===== src/rtl/cam_tx_pkg.sv =====
// Shared types and constants for the camera transmitter emulator:
// FSM state encoding, pattern codes and the colour-bar palette.
package cam_tx_pkg;

  typedef enum logic [2:0] {
    ST_IDLE   = 3'd0,
    ST_VSYNC  = 3'd1,
    ST_VBACK  = 3'd2,
    ST_LINE   = 3'd3,
    ST_HBLANK = 3'd4,
    ST_VFRONT = 3'd5
  } state_t;

  localparam logic [1:0] PAT_BARS  = 2'd0;
  localparam logic [1:0] PAT_RAMP  = 2'd1;
  localparam logic [1:0] PAT_ADDR  = 2'd2;
  localparam logic [1:0] PAT_CHECK = 2'd3;

  // Width of the pixel coordinates handed to the pattern generator.
  localparam int COORD_W = 8;

  // Colour bars, left to right, as 12-bit {R,G,B}.
  localparam logic [11:0] BAR_COLORS [8] = '{
    12'hFFF, 12'hFF0, 12'h0FF, 12'h0F0, 12'hF0F, 12'hF00, 12'h00F, 12'h000
  };

  // Largest of four timing counts; sizes the shared blanking counter.
  function automatic int max4(input int a, input int b, input int c, input int d);
    int m;
    m = a;
    if (b > m) m = b;
    if (c > m) m = c;
    if (d > m) m = d;
    return m;
  endfunction

endpackage


===== src/rtl/cam_tx_pattern.sv =====
// Combinational test-pattern generator: maps pixel (x, y) and the
// pattern code latched at frame start to a 12-bit {R,G,B} value.
module cam_tx_pattern
  import cam_tx_pkg::*;
#(
  parameter int SCREEN_X = 160
) (
  input  logic [COORD_W-1:0] i_x,
  input  logic [COORD_W-1:0] i_y,
  input  logic [1:0]         i_pat,
  output logic [11:0]        o_pix
);

  logic [2:0] w_bar_idx;

  // Each bar is SCREEN_X/8 pixels wide.
  assign w_bar_idx = 3'(i_x / COORD_W'(SCREEN_X / 8));

  // Pick the pixel colour for the selected pattern.
  always_comb begin
    o_pix = 12'h000;
    case (i_pat)
      PAT_BARS:  o_pix = BAR_COLORS[w_bar_idx];
      PAT_RAMP:  o_pix = {3{i_x[7:4]}};
      // Linear pixel address computed at 15 bits, low 12 bits kept.
      PAT_ADDR:  o_pix = 12'(15'(i_x) + 15'(i_y) * 15'(SCREEN_X));
      PAT_CHECK: o_pix = (i_x[3] ^ i_y[3]) ? 12'hFFF : 12'h000;
      default:   o_pix = 12'h000;
    endcase
  end

endmodule


===== src/rtl/cam_tx_emulator.sv =====
// OV7670-style parallel camera transmitter. Generates pclk = clk/2 and
// QQVGA RGB444 frames (vsync, href, byte stream) from internal patterns.
// All frame state moves on pclk falling edges so data is stable around
// every pclk rise seen by the receiver.
module cam_tx_emulator
  import cam_tx_pkg::*;
#(
  parameter int SCREEN_X    = 160,
  parameter int SCREEN_Y    = 120,
  parameter int VSYNC_PCLK  = 16,
  parameter int VBP_PCLK    = 32,
  parameter int HBLANK_PCLK = 32,
  parameter int VFP_PCLK    = 32
) (
  input  logic       clk,
  input  logic       rst,
  input  logic       enable,
  input  logic [1:0] pat_sel,
  output logic       CAM_pclk,
  output logic       CAM_vsync,
  output logic       CAM_href,
  output logic [7:0] CAM_px_data,
  output logic       frame_done,
  output logic [2:0] dbg_state
);

  localparam int SLOT_W = $clog2(2 * SCREEN_X);
  localparam int LINE_W = $clog2(SCREEN_Y);
  localparam int CNT_W  = $clog2(max4(VSYNC_PCLK, VBP_PCLK, HBLANK_PCLK, VFP_PCLK));

  state_t            r_state;
  logic              r_ph;
  logic [CNT_W-1:0]  r_cnt;
  logic [SLOT_W-1:0] r_slot;
  logic [LINE_W-1:0] r_line;
  logic [1:0]        r_pat;
  logic              r_vsync;
  logic              r_href;
  logic [7:0]        r_data;
  logic              r_done;

  logic              w_fall;
  logic [SLOT_W-1:0] w_slot_next;
  logic [LINE_W-1:0] w_pat_y;
  logic [11:0]       w_pix;
  logic [7:0]        w_byte;

  // A fall edge is any clk edge where pclk is currently high.
  assign w_fall = r_ph;

  // Data is registered, so the pattern is looked up for the slot that
  // will be on the bus after this edge: the next slot inside a line,
  // slot 0 of the current line from VBACK, slot 0 of the next line from HBLANK.
  assign w_slot_next = (r_state == ST_LINE) ? r_slot + SLOT_W'(1) : '0;
  assign w_pat_y     = (r_state == ST_HBLANK) ? r_line + LINE_W'(1) : r_line;

  // Even slot carries {0,R}, odd slot carries {G,B}.
  assign w_byte = w_slot_next[0] ? w_pix[7:0] : {4'h0, w_pix[11:8]};

  cam_tx_pattern #(
    .SCREEN_X(SCREEN_X)
  ) u_pattern (
    .i_x  (COORD_W'(w_slot_next[SLOT_W-1:1])),
    .i_y  (COORD_W'(w_pat_y)),
    .i_pat(r_pat),
    .o_pix(w_pix)
  );

  // Phase bit, frame FSM, counters and registered sync/data outputs.
  always_ff @(posedge clk) begin
    if (rst) begin
      r_ph    <= 1'b0;
      r_state <= ST_IDLE;
      r_cnt   <= '0;
      r_slot  <= '0;
      r_line  <= '0;
      r_pat   <= PAT_BARS;
      r_vsync <= 1'b0;
      r_href  <= 1'b0;
      r_data  <= 8'h00;
      r_done  <= 1'b0;
    end else begin
      r_ph   <= ~r_ph;
      r_done <= 1'b0;
      if (w_fall) begin
        case (r_state)
          ST_IDLE: begin
            r_vsync <= 1'b0;
            r_href  <= 1'b0;
            r_data  <= 8'h00;
            if (enable) begin
              r_state <= ST_VSYNC;
              r_vsync <= 1'b1;
              r_pat   <= pat_sel;
              r_line  <= '0;
              r_cnt   <= '0;
            end
          end
          ST_VSYNC: begin
            if (r_cnt == CNT_W'(VSYNC_PCLK - 1)) begin
              r_state <= ST_VBACK;
              r_vsync <= 1'b0;
              r_cnt   <= '0;
            end else begin
              r_cnt <= r_cnt + CNT_W'(1);
            end
          end
          ST_VBACK: begin
            if (r_cnt == CNT_W'(VBP_PCLK - 1)) begin
              r_state <= ST_LINE;
              r_href  <= 1'b1;
              r_data  <= w_byte;
              r_slot  <= '0;
              r_cnt   <= '0;
            end else begin
              r_cnt <= r_cnt + CNT_W'(1);
            end
          end
          ST_LINE: begin
            if (r_slot == SLOT_W'(2 * SCREEN_X - 1)) begin
              r_state <= ST_HBLANK;
              r_href  <= 1'b0;
              r_data  <= 8'h00;
              r_cnt   <= '0;
            end else begin
              r_slot <= w_slot_next;
              r_data <= w_byte;
            end
          end
          ST_HBLANK: begin
            if (r_cnt == CNT_W'(HBLANK_PCLK - 1)) begin
              r_cnt <= '0;
              if (r_line == LINE_W'(SCREEN_Y - 1)) begin
                r_state <= ST_VFRONT;
              end else begin
                r_state <= ST_LINE;
                r_line  <= w_pat_y;
                r_href  <= 1'b1;
                r_data  <= w_byte;
                r_slot  <= '0;
              end
            end else begin
              r_cnt <= r_cnt + CNT_W'(1);
            end
          end
          ST_VFRONT: begin
            if (r_cnt == CNT_W'(VFP_PCLK - 1)) begin
              r_done <= 1'b1;
              r_cnt  <= '0;
              // enable is only looked at here, so frames are never cut short.
              if (enable) begin
                r_state <= ST_VSYNC;
                r_vsync <= 1'b1;
                r_pat   <= pat_sel;
                r_line  <= '0;
              end else begin
                r_state <= ST_IDLE;
              end
            end else begin
              r_cnt <= r_cnt + CNT_W'(1);
            end
          end
          default: r_state <= ST_IDLE;
        endcase
      end
    end
  end

  assign CAM_pclk    = r_ph;
  assign CAM_vsync   = r_vsync;
  assign CAM_href    = r_href;
  assign CAM_px_data = r_data;
  assign frame_done  = r_done;
  assign dbg_state   = r_state;

endmodule

===== config.mk =====
export PLATFORM = sky130hd
export DESIGN_NAME = cam_tx_emulator
export DESIGN_NICKNAME = d
export VERILOG_FILES = /design/src/rtl/cam_tx_pkg.sv /design/src/rtl/cam_tx_pattern.sv /design/src/rtl/cam_tx_emulator.sv
export SDC_FILE = /design/constraint.sdc
export NUM_CORES = 1
export LEC_CHECK = 0
export ABC_CLOCK_PERIOD_IN_PS = 5800
export CORE_MARGIN = 2
export CORE_UTILIZATION = 35
export CTS_CLUSTER_SIZE = 25
export DETAILED_ROUTE_END_ITERATION = 6
export PLACE_DENSITY_LB_ADDON = 0.15
export SLEW_MARGIN = 20
export SYNTH_ARGS = -nofsm -noshare
export SYNTH_HDL_FRONTEND = slang
export SYNTH_HIERARCHICAL = 1
export SYNTH_SLANG_ARGS = --single-unit
export TNS_END_PERCENT = 1

===== constraint.sdc =====
create_clock -name clk -period 5.8 [get_ports clk]
set_input_delay 1.16 -clock clk [delete_from_list [all_inputs] [get_ports clk]]
set_output_delay 1.16 -clock clk [all_outputs]
set_load 0.02 [all_outputs]

==> out/metrics.yaml <==
routing:
  post_drt_wl_per_cell_um: 16.0
  drtIter0Drc: 96
  vias_per_cell: 5.60
  ant_nets: 0
  drt-pass1-iter-count: 4
  drt_wl_total_mm: 7.74
  num_vias: 2714
  drc: 0
power_and_ir_drop:
  power.leakage_nw: 1.27
  irDropWorstVdd_mv: 0.0850
  cellPowerDensity_nw_per_um2: 160
  p_total_mw: 0.546
clock_tree:
  clock_sinks: 38
  cts-root-buf: "clkbuf_8"
  post_cts_buffers: 0
  cts.path.max_buffers: 2
  cts_made_buffers: 5
  post_cts_resized: 0
  ctsHoldBuffers: 0
  clkTransAtPathRegs_ns: 0.09
  insertion_delay_ns: 0.30
  cts_tree: "yes"
  htree_levels: 2
final_layout:
  nNetsFinal: 400
  drive_gt1_frac: 0.103
  fin_area_um2: 3420
  antenna_cells: 0
  final_cell_count_no_fill: 485
  syn_to_final_growth_pct: 8.42
  layout_common_cells: "38 x dfxtp_1, 36 x nand2_1, 29 x a21oi_1"
  layout_commonest_cell: "dfxtp_1"
synthesis:
  syn-num-nets: 397
  syn-mean-instance-area_um2: 8.45
  synthCells: 373
  synth-warning-count: 6
  synthesis.area_um2: 3150
die:
  start_util: 0.361
  die_y_um: 98.9
  die_x_um: 98.9
  boundaryPins: 20
  dieArea_um2: 9780
  fp.coreArea_um2: 8720
  row_count: 34
global_routing:
  grt_max_degree: 39
  antenna_found_initial: 0
  grt-ovfl-total: 0
  grt_util_all_layers: 0.166
  grt_pass1_wl_mm: 13.3
  first_global_vias: 2618
hold_path:
  min-delay-path-class: "register to register"
  min_path_cells: 2
  min-delay-start: "CAM_px_data[7]$_SDFFE_PP0P_"
setup_path:
  worstSetupPathType: "register to register"
  cp-startpoint: "dbg_state[1]$_SDFFE_PP0P_"
  crit_arrival_ns: 4.07
  rr_worst_depth: 15
  cp.required_ns: 5.96
  worst_r2r_startpoint: "dbg_state[1]$_SDFFE_PP0P_"
  endpoint_kind: "register"
  cp-start-kind: "register"
  worstPathMaxFanout: 20
placement:
  place_ws_ns: 1.85
  dp_hpwl_mm: 5.48
  portBuffers: 19
  dpl_cell_area_um2: 3320
  place.gp.congestion: 0.831
  dpl.cell_count: 477
timing:
  tns_ns: 0
  worst_pin_slew_ns: 0.746
  fin_crit_sh: 0.675
  relSlewSlack: 0.502
  max_freq_mhz: 255
  finalHoldViolCount: 0
  fin_crit_ns: 3.91
  rsz0062_at_grt: "false"
  finalSetupViolCount: 0
  maxSlewViolCount: 0
  clock_skew_ns: 0.00667
  fin_ws_ns: 1.89
flow_run:
  drv_cap: 0
status:
  status: "finished, final reports clean"
-- critical path: stages (launching register included) --
cell and delay, ns:
dfxtp_1 0.55, nor2_4 0.26, nand2_4 0.10, inv_4 0.18
nand4_1 0.21, xnor2_1 0.37, ha_1 0.30, ha_1 0.22
fa_1 0.37, xor2_1 0.26, nand4_1 0.14, xnor2_1 0.20
xnor2_1 0.09, a211o_1 0.29, mux2i_1 0.13, o32ai_1 0.09
-- report_power, final --
group / internal (mW) / switching [mW]
clock network: 0.0958 / 0.106
logic: 0.0288 / 0.0435
registers: 0.264 / 0.00837
total: 0.389 / 0.158
-- cell type report --
type / count / area [um^2]
fillers: 942 / 5300
multi-input cells: 301 / 2180
flip-flops and latches: 38 / 761
repair buffers: 21 / 205
well taps: 108 / 135
clock buffers: 6 / 82.6
inverters: 9 / 36.3
clock inverters: 2 / 12.5
-- path summary, 6_finish.rpt --
| check | slack [ns] | endpoint |
|---|---|---|
| worst max-delay path | 1.89 | CAM_px_data[3]$_SDFFE_PP0P_ |
| worst min-delay path | 0.46 | CAM_px_data[7]$_SDFFE_PP0P_ |
| worst max register to register | 1.89 | CAM_px_data[3]$_SDFFE_PP0P_ |
| worst min register to register | 0.46 | CAM_px_data[7]$_SDFFE_PP0P_ |
-- through the flow --
stage          utilization  hold slack (ns)
6_report             0.392            0.457
5_1_grt              0.392            0.481
4_1_cts              0.391            0.462
3_5_place_dp         0.380            0.450
3_3_place_gp         0.380            0.446
2_1_floorplan            -            0.452
-- per-layer routing --
layer	vias to the layer above	track usage	share of wire
li1	1373	-	-
met1	1298	0.231	0.49
met2	36	0.272	0.47
met3	7	0.0220	0.025
met4	0	0.0400	0.014
met5	-	0	0
-- flip-flops by register name, indices dropped and copies added, names as in the netlist --
signal,cells
r_slot,9
r_cnt,5
CAM_href,1
dbg_state,3
CAM_vsync,1
r_line,7
CAM_px_data,8
frame_done,1
CAM_pclk,1
r_pat,2
No activity file was read; power rests on OpenSTA's default activity.
